--- src/rtl/max_sort_engine.sv ---
// Streaming max/min sort engine: captures M words, then emits them one per
// advance in sorted order using MSB-first bit-slice elimination.
module max_sort_engine #(
  parameter int unsigned M          = 8,
  parameter int unsigned N          = 16,
  parameter bit          DESCENDING = 1'b1,
  localparam int unsigned IW        = (M > 1) ? $clog2(M) : 1
) (
  input  logic                  i_clk,
  input  logic                  i_rst,
  input  logic                  i_valid,
  output logic                  o_ready,
  input  logic [M-1:0][N-1:0]   i_data,
  output logic                  o_valid,
  input  logic                  i_ready,
  output logic [N-1:0]          o_data,
  output logic [IW-1:0]         o_index,
  output logic                  o_last,
  output logic                  o_busy
);

  localparam int unsigned CW = $clog2(M + 1);

  typedef enum logic [1:0] {IDLE, SORT, DRAIN} state_t;

  state_t               state_q, state_d;
  logic [M-1:0][N-1:0]  words_q;
  logic [M-1:0]         active_q;
  logic [CW-1:0]        cnt_q;

  logic                 accept;
  logic                 advance;
  logic                 drain_done;

  logic [M-1:0]         cand;
  logic [M-1:0]         slice;
  logic [M-1:0]         sel;
  logic [IW-1:0]        win_idx;

  // Winner selection: narrow the candidate set one bit slice at a time, keeping
  // the survivors only when at least one candidate carries the preferred bit.
  always_comb begin
    cand    = active_q;
    slice   = '0;
    sel     = '0;
    win_idx = '0;
    for (int j = int'(N) - 1; j >= 0; j--) begin
      for (int k = 0; k < int'(M); k++) begin
        slice[k] = words_q[k][j];
      end
      sel = DESCENDING ? (cand & slice) : (cand & ~slice);
      if (sel != '0) begin
        cand = sel;
      end
    end
    // Lowest surviving index wins so equal words keep their input order.
    for (int k = int'(M) - 1; k >= 0; k--) begin
      if (cand[k]) begin
        win_idx = IW'(k);
      end
    end
  end

  always_ff @(posedge i_clk) begin
    if (i_rst) begin
      state_q <= IDLE;
    end else begin
      state_q <= state_d;
    end
  end

  always_comb begin
    state_d    = state_q;
    accept     = 1'b0;
    advance    = 1'b0;
    drain_done = 1'b0;
    case (state_q)
      IDLE: begin
        if (i_valid && o_ready) begin
          accept  = 1'b1;
          state_d = SORT;
        end
      end
      SORT: begin
        if (!o_valid || i_ready) begin
          advance = 1'b1;
          if (cnt_q == CW'(M - 1)) begin
            state_d = DRAIN;
          end
        end
      end
      DRAIN: begin
        if (o_valid && i_ready) begin
          drain_done = 1'b1;
          state_d    = IDLE;
        end
      end
      default: state_d = IDLE;
    endcase
  end

  // Datapath and registered outputs.
  always_ff @(posedge i_clk) begin
    if (i_rst) begin
      words_q  <= '0;
      active_q <= '0;
      cnt_q    <= '0;
      o_valid  <= 1'b0;
      o_last   <= 1'b0;
      o_data   <= '0;
      o_index  <= '0;
      o_ready  <= 1'b0;
      o_busy   <= 1'b0;
    end else begin
      o_ready <= (state_d == IDLE);
      o_busy  <= (state_d != IDLE);
      if (accept) begin
        words_q  <= i_data;
        active_q <= '1;
        cnt_q    <= '0;
      end
      if (advance) begin
        o_data            <= words_q[win_idx];
        o_index           <= win_idx;
        o_valid           <= 1'b1;
        o_last            <= (cnt_q == CW'(M - 1));
        active_q[win_idx] <= 1'b0;
        cnt_q             <= cnt_q + CW'(1);
      end
      if (drain_done) begin
        o_valid <= 1'b0;
        o_last  <= 1'b0;
      end
    end
  end

endmodule

--- config.mk ---
export PLATFORM = sky130hd
export DESIGN_NAME = max_sort_engine
export DESIGN_NICKNAME = d
export VERILOG_FILES = /design/src/rtl/max_sort_engine.sv
export SDC_FILE = /design/constraint.sdc
export NUM_CORES = 1
export LEC_CHECK = 0
export CORE_UTILIZATION = 42
export DETAILED_ROUTE_END_ITERATION = 8
export GPL_TIMING_DRIVEN = 0
export HOLD_SLACK_MARGIN = 0.06
export PLACE_DENSITY = 0.65
export SYNTH_ARGS = -nofsm -noshare
export SYNTH_HDL_FRONTEND = slang
export SYNTH_SLANG_ARGS = --single-unit
--- constraint.sdc ---
create_clock -name i_clk -period 17.7 [get_ports i_clk]
set_input_delay 3.54 -clock i_clk [delete_from_list [all_inputs] [get_ports i_clk]]
set_output_delay 3.54 -clock i_clk [all_outputs]
set_load 0.05 [all_outputs]
==> load_flow_metrics.sql <==
INSERT INTO impl_metrics (metric_group, metric, value, unit) VALUES
('pwr', 'seq_power_share', '0.368', ''),
('floorplanning', 'floorplan.die.height', '151', 'µm'),
('hold_path', 'worstHoldPathType', 'reg2reg', ''),
('yosys', 'post_synthesis_adder_cell_area_fraction', '0.00135', ''),
('timing', 'rsz0062_at_grt', 'no', ''),
('grt', 'grt_first_pass_wirelength', '57.6', 'mm'),
('clocking', 'post_cts_hold_buffer_count', '0', ''),
('yosys', 'synth_area', '9270', 'µm²'),
('clocking', 'cts.sinks', '165', ''),
('yosys', 'ys_seq_elements', '165', ''),
('pwr', 'clkPwrFrac', '0.338', ''),
('placement', 'routabilityCongestion', '0.962', ''),
('finish', 'diodes', '0', ''),
('yosys', 'post_synth_and_or_nand_nor_area_fraction', '0.183', ''),
('setup_path', 'crit_fanout', '10', ''),
('clocking', 'cts_inserted_buffers', '17', ''),
('timing', 'final.setup_skew', '0.0128', 'ns'),
('setup_path', 'worst-endpoint-required', '18.05', 'ns'),
('status', 'status', 'finished, final reports clean', ''),
('drt', 'drt-wirelength-per-cell', '22.7', 'µm'),
('setup_path', 'reg2reg_depth', '56', ''),
('drt', 'detail_route.drc_violations', '0', ''),
('flow_run', 'maxCapViolations', '0', ''),
('setup_path', 'timing.reg2reg.setup_slack', '1.72', 'ns'),
('grt', 'grt_use_total', '0.349', ''),
('floorplanning', 'rows', '53', ''),
('drt', 'drt_wl_total', '39.2', 'mm'),
('pwr', 'power_per_cell_area', '96.4', 'nW/µm²'),
('clocking', 'maximum_count_of_clock_buffers_along_a_single_path', '2', ''),
('yosys', 'synth_area_leaders', 'sky130_fd_sc_hd__dfxtp_1 (36%), sky130_fd_sc_hd__nand2_1 (13%), sky130_fd_sc_hd__a21oi_1 (11%), sky130_fd_sc_hd__inv_1 (4.6%), sky130_fd_sc_hd__a22oi_1 (2.3%)', ''),
('setup_path', 'critical_path_depth', '56', ''),
('clocking', 'cts-htree-levels', '4', ''),
('pwr', 'maximum_ir_drop_on_the_vdd_rail', '0.0000705', 'V'),
('setup_path', 'crit_path_frequent_cell', 'sky130_fd_sc_hd__o2111ai_2', ''),
('yosys', 'netlist-cell-type-count', '74', ''),
('grt', 'pin_count_of_the_biggest_net_entering_global_routing', '17', ''),
('placement', 'portBuffers', '153', ''),
('yosys', 'synth_top_family_by_area', 'compound AO/OA/AOI/OAI gates', ''),
('grt', 'grt_antenna_before_repair', '0', ''),
('floorplanning', 'die_w', '151', 'µm'),
('yosys', 'synth.top_cell.area_share', '0.356', ''),
('setup_path', 'critical_path.max_stage_delay', '0.80', 'ns'),
('yosys', 'yosys_warnings', '0', ''),
('finish', 'post_route_cells_drive_above_1_share', '0.0605', ''),
('yosys', 'mappedNetlistNets', '1402', ''),
('timing', 'final.setup.tns', '0', 'ns'),
('timing', 'timing.slew.headroom', '0.116', ''),
('pwr', 'static-leakage-power', '3.78', 'nW'),
('grt', 'grt_pass1_vias', '9642', ''),
('yosys', 'synth_edf_count', '0', ''),
('timing', 'worst_slew_pin_slew', '1.32', 'ns'),
('yosys', 'synth_ff_type', 'sky130_fd_sc_hd__dfxtp_1', ''),
('floorplanning', 'fp.dieArea', '22700', 'µm²'),
('clocking', 'tritoncts_clock_tree', 'built', ''),
('placement', 'dp.final_hpwl', '28.9', 'mm'),
('setup_path', 'cp-start-kind', 'flip-flop', ''),
('timing', 'fin_crit', '15.98', 'ns'),
('pwr', 'combPwrFrac', '0.293', ''),
('finish', 'area_delta_synth_final', '26.5', '%'),
('pwr', 'total_internal_power', '0.704', 'mW'),
('timing', 'achievable-frequency', '0.0626', 'GHz'),
('yosys', 'synth_top_area_cell', 'sky130_fd_sc_hd__dfxtp_1', ''),
('timing', 'timing_hold_violations_final', '0', ''),
('setup_path', 'element_type_at_the_critical_path_end', 'flip-flop', ''),
('clocking', 'insertion_delay', '0.44', 'ns'),
('drt', 'drtIter0Drc', '1166', ''),
('pwr', 'switching_power', '0.426', 'mW'),
('pwr', 'power_switching_share', '0.377', ''),
('setup_path', 'reg2reg_from', 'words_q[31]$_SDFFE_PP0P_', ''),
('drt', 'post_drt_via_cell_ratio', '6.06', ''),
('yosys', 'synth.avg_cell_area', '7.31', 'µm²');
final cells by class:
type	instances	area [µm²]
Clock inverter	13	148
Clock buffer	19	433
Buffer	76	343
Timing Repair Buffer	153	1530
Tap cell	275	344
Inverter	116	435
Fill cell	2151	9620
Multi-Input combinational cell	912	5190
Sequential cell	165	3300
synth_stat cells (4+ instances only):
cell type	number
sky130_fd_sc_hd__a2111oi_0	12
sky130_fd_sc_hd__a2111oi_2	8
sky130_fd_sc_hd__a211oi_1	17
sky130_fd_sc_hd__a21boi_0	21
sky130_fd_sc_hd__a21boi_1	6
sky130_fd_sc_hd__a21o_1	12
sky130_fd_sc_hd__a21oi_1	210
sky130_fd_sc_hd__a221o_1	6
sky130_fd_sc_hd__a22oi_1	29
sky130_fd_sc_hd__a311oi_1	15
sky130_fd_sc_hd__buf_1	6
sky130_fd_sc_hd__buf_2	4
sky130_fd_sc_hd__buf_6	6
sky130_fd_sc_hd__clkbuf_1	58
sky130_fd_sc_hd__dfxtp_1	165
sky130_fd_sc_hd__inv_1	114
sky130_fd_sc_hd__nand2_1	317
sky130_fd_sc_hd__nand2b_1	6
sky130_fd_sc_hd__nand3_1	8
sky130_fd_sc_hd__nor2_1	36
sky130_fd_sc_hd__nor2b_1	4
sky130_fd_sc_hd__nor3_1	22
sky130_fd_sc_hd__o2111ai_2	7
sky130_fd_sc_hd__o211ai_1	9
sky130_fd_sc_hd__o21a_1	4
sky130_fd_sc_hd__o21ai_0	43
sky130_fd_sc_hd__o21ai_1	6
sky130_fd_sc_hd__o21bai_1	12
sky130_fd_sc_hd__o221ai_1	5
sky130_fd_sc_hd__o22ai_1	28
sky130_fd_sc_hd__o31ai_1	4
per-stage QoR:
step           worst slack, ns   util  hold WS, ns  std cells  instance area [µm²]
5_1_grt                  0.532  0.549        0.471       1729                11700
4_1_cts                   2.13  0.549        0.457       1729                11700
3_3_place_gp              2.26  0.522        0.444       1697                11100
2_1_floorplan             5.12      -        0.436       1269                 9270
6_report                  1.72  0.549        0.457       1729                11700
3_5_place_dp              2.25  0.522        0.447       1697                11100
registers in the layout, indices dropped and copies added (netlist names):
signal	flops
words_q	120
o_data	16
active_q	8
slice	8
cnt_q	4
o_index	3
state_q	2
o_busy	1
o_last	1
o_ready	1
o_valid	1
layer usage:
metal,vias to the layer above,track usage,wire length [µm]
met3,108,0.0727,4140
met5,-,0,0
met2,615,0.549,17100
li1,4820,-,-
met4,0,0.138,1640
met1,4937,0.464,16300
worst min path at each step:
stage | startpoint | endpoint | slack [ns] | cells after the start
6_report | words_q[115]$_SDFFE_PP0P_ | words_q[115]$_SDFFE_PP0P_ | 0.46 | 2
5_1_grt | words_q[8]$_SDFFE_PP0P_ | words_q[8]$_SDFFE_PP0P_ | 0.47 | 2
4_1_cts | words_q[8]$_SDFFE_PP0P_ | words_q[8]$_SDFFE_PP0P_ | 0.46 | 2
3_5_place_dp | words_q[8]$_SDFFE_PP0P_ | words_q[8]$_SDFFE_PP0P_ | 0.45 | 2
3_3_place_gp | words_q[125]$_SDFFE_PP0P_ | words_q[125]$_SDFFE_PP0P_ | 0.44 | 2
2_1_floorplan | words_q[115]$_SDFFE_PP0P_ | words_q[115]$_SDFFE_PP0P_ | 0.44 | 2
power groups by stage:
stage	clock (mW)	combinational (mW)	sequential, mW
3_5_place_dp	0	0.318	0.424
3_3_place_gp	0	0.316	0.424
4_1_cts	0.380	0.319	0.415
2_1_floorplan	0	0.168	0.432
6_report	0.383	0.331	0.416
5_1_grt	0.396	0.346	0.419
tightest hold or removal path, delay by kind of cell (launching register included):
family	cells	cell delay, ns
flip-flops	1	0.31
AND/OR/NAND/NOR	1	0.05
AO/OA/AOI/OAI	1	0.05
cell families (layout without fill, tap and decap cells):
group / after synthesis / count (layout)
adders and majority gates: 1 / 1
buffers and inverters: 192 / 377
DFF: 165 / 165
AOI/OAI and AO/OA: 499 / 499
and+or+nand+nor: 412 / 412
placed cells by master (no fill, tap or decap), drive strengths merged, types with 22 or more instances in the layout:
cell type / Yosys / layout
inv: 115 / 119
o22ai: 29 / 29
dfxtp: 165 / 165
nand2: 318 / 318
clkbuf: 58 / 77
nor2: 36 / 36
a21oi: 212 / 212
a21boi: 27 / 27
o21ai: 49 / 49
a2111oi: 24 / 24
clkdlybuf4s50: 0 / 153
nor3: 22 / 22
a22oi: 31 / 31
Power figures use the tool's default switching activity.
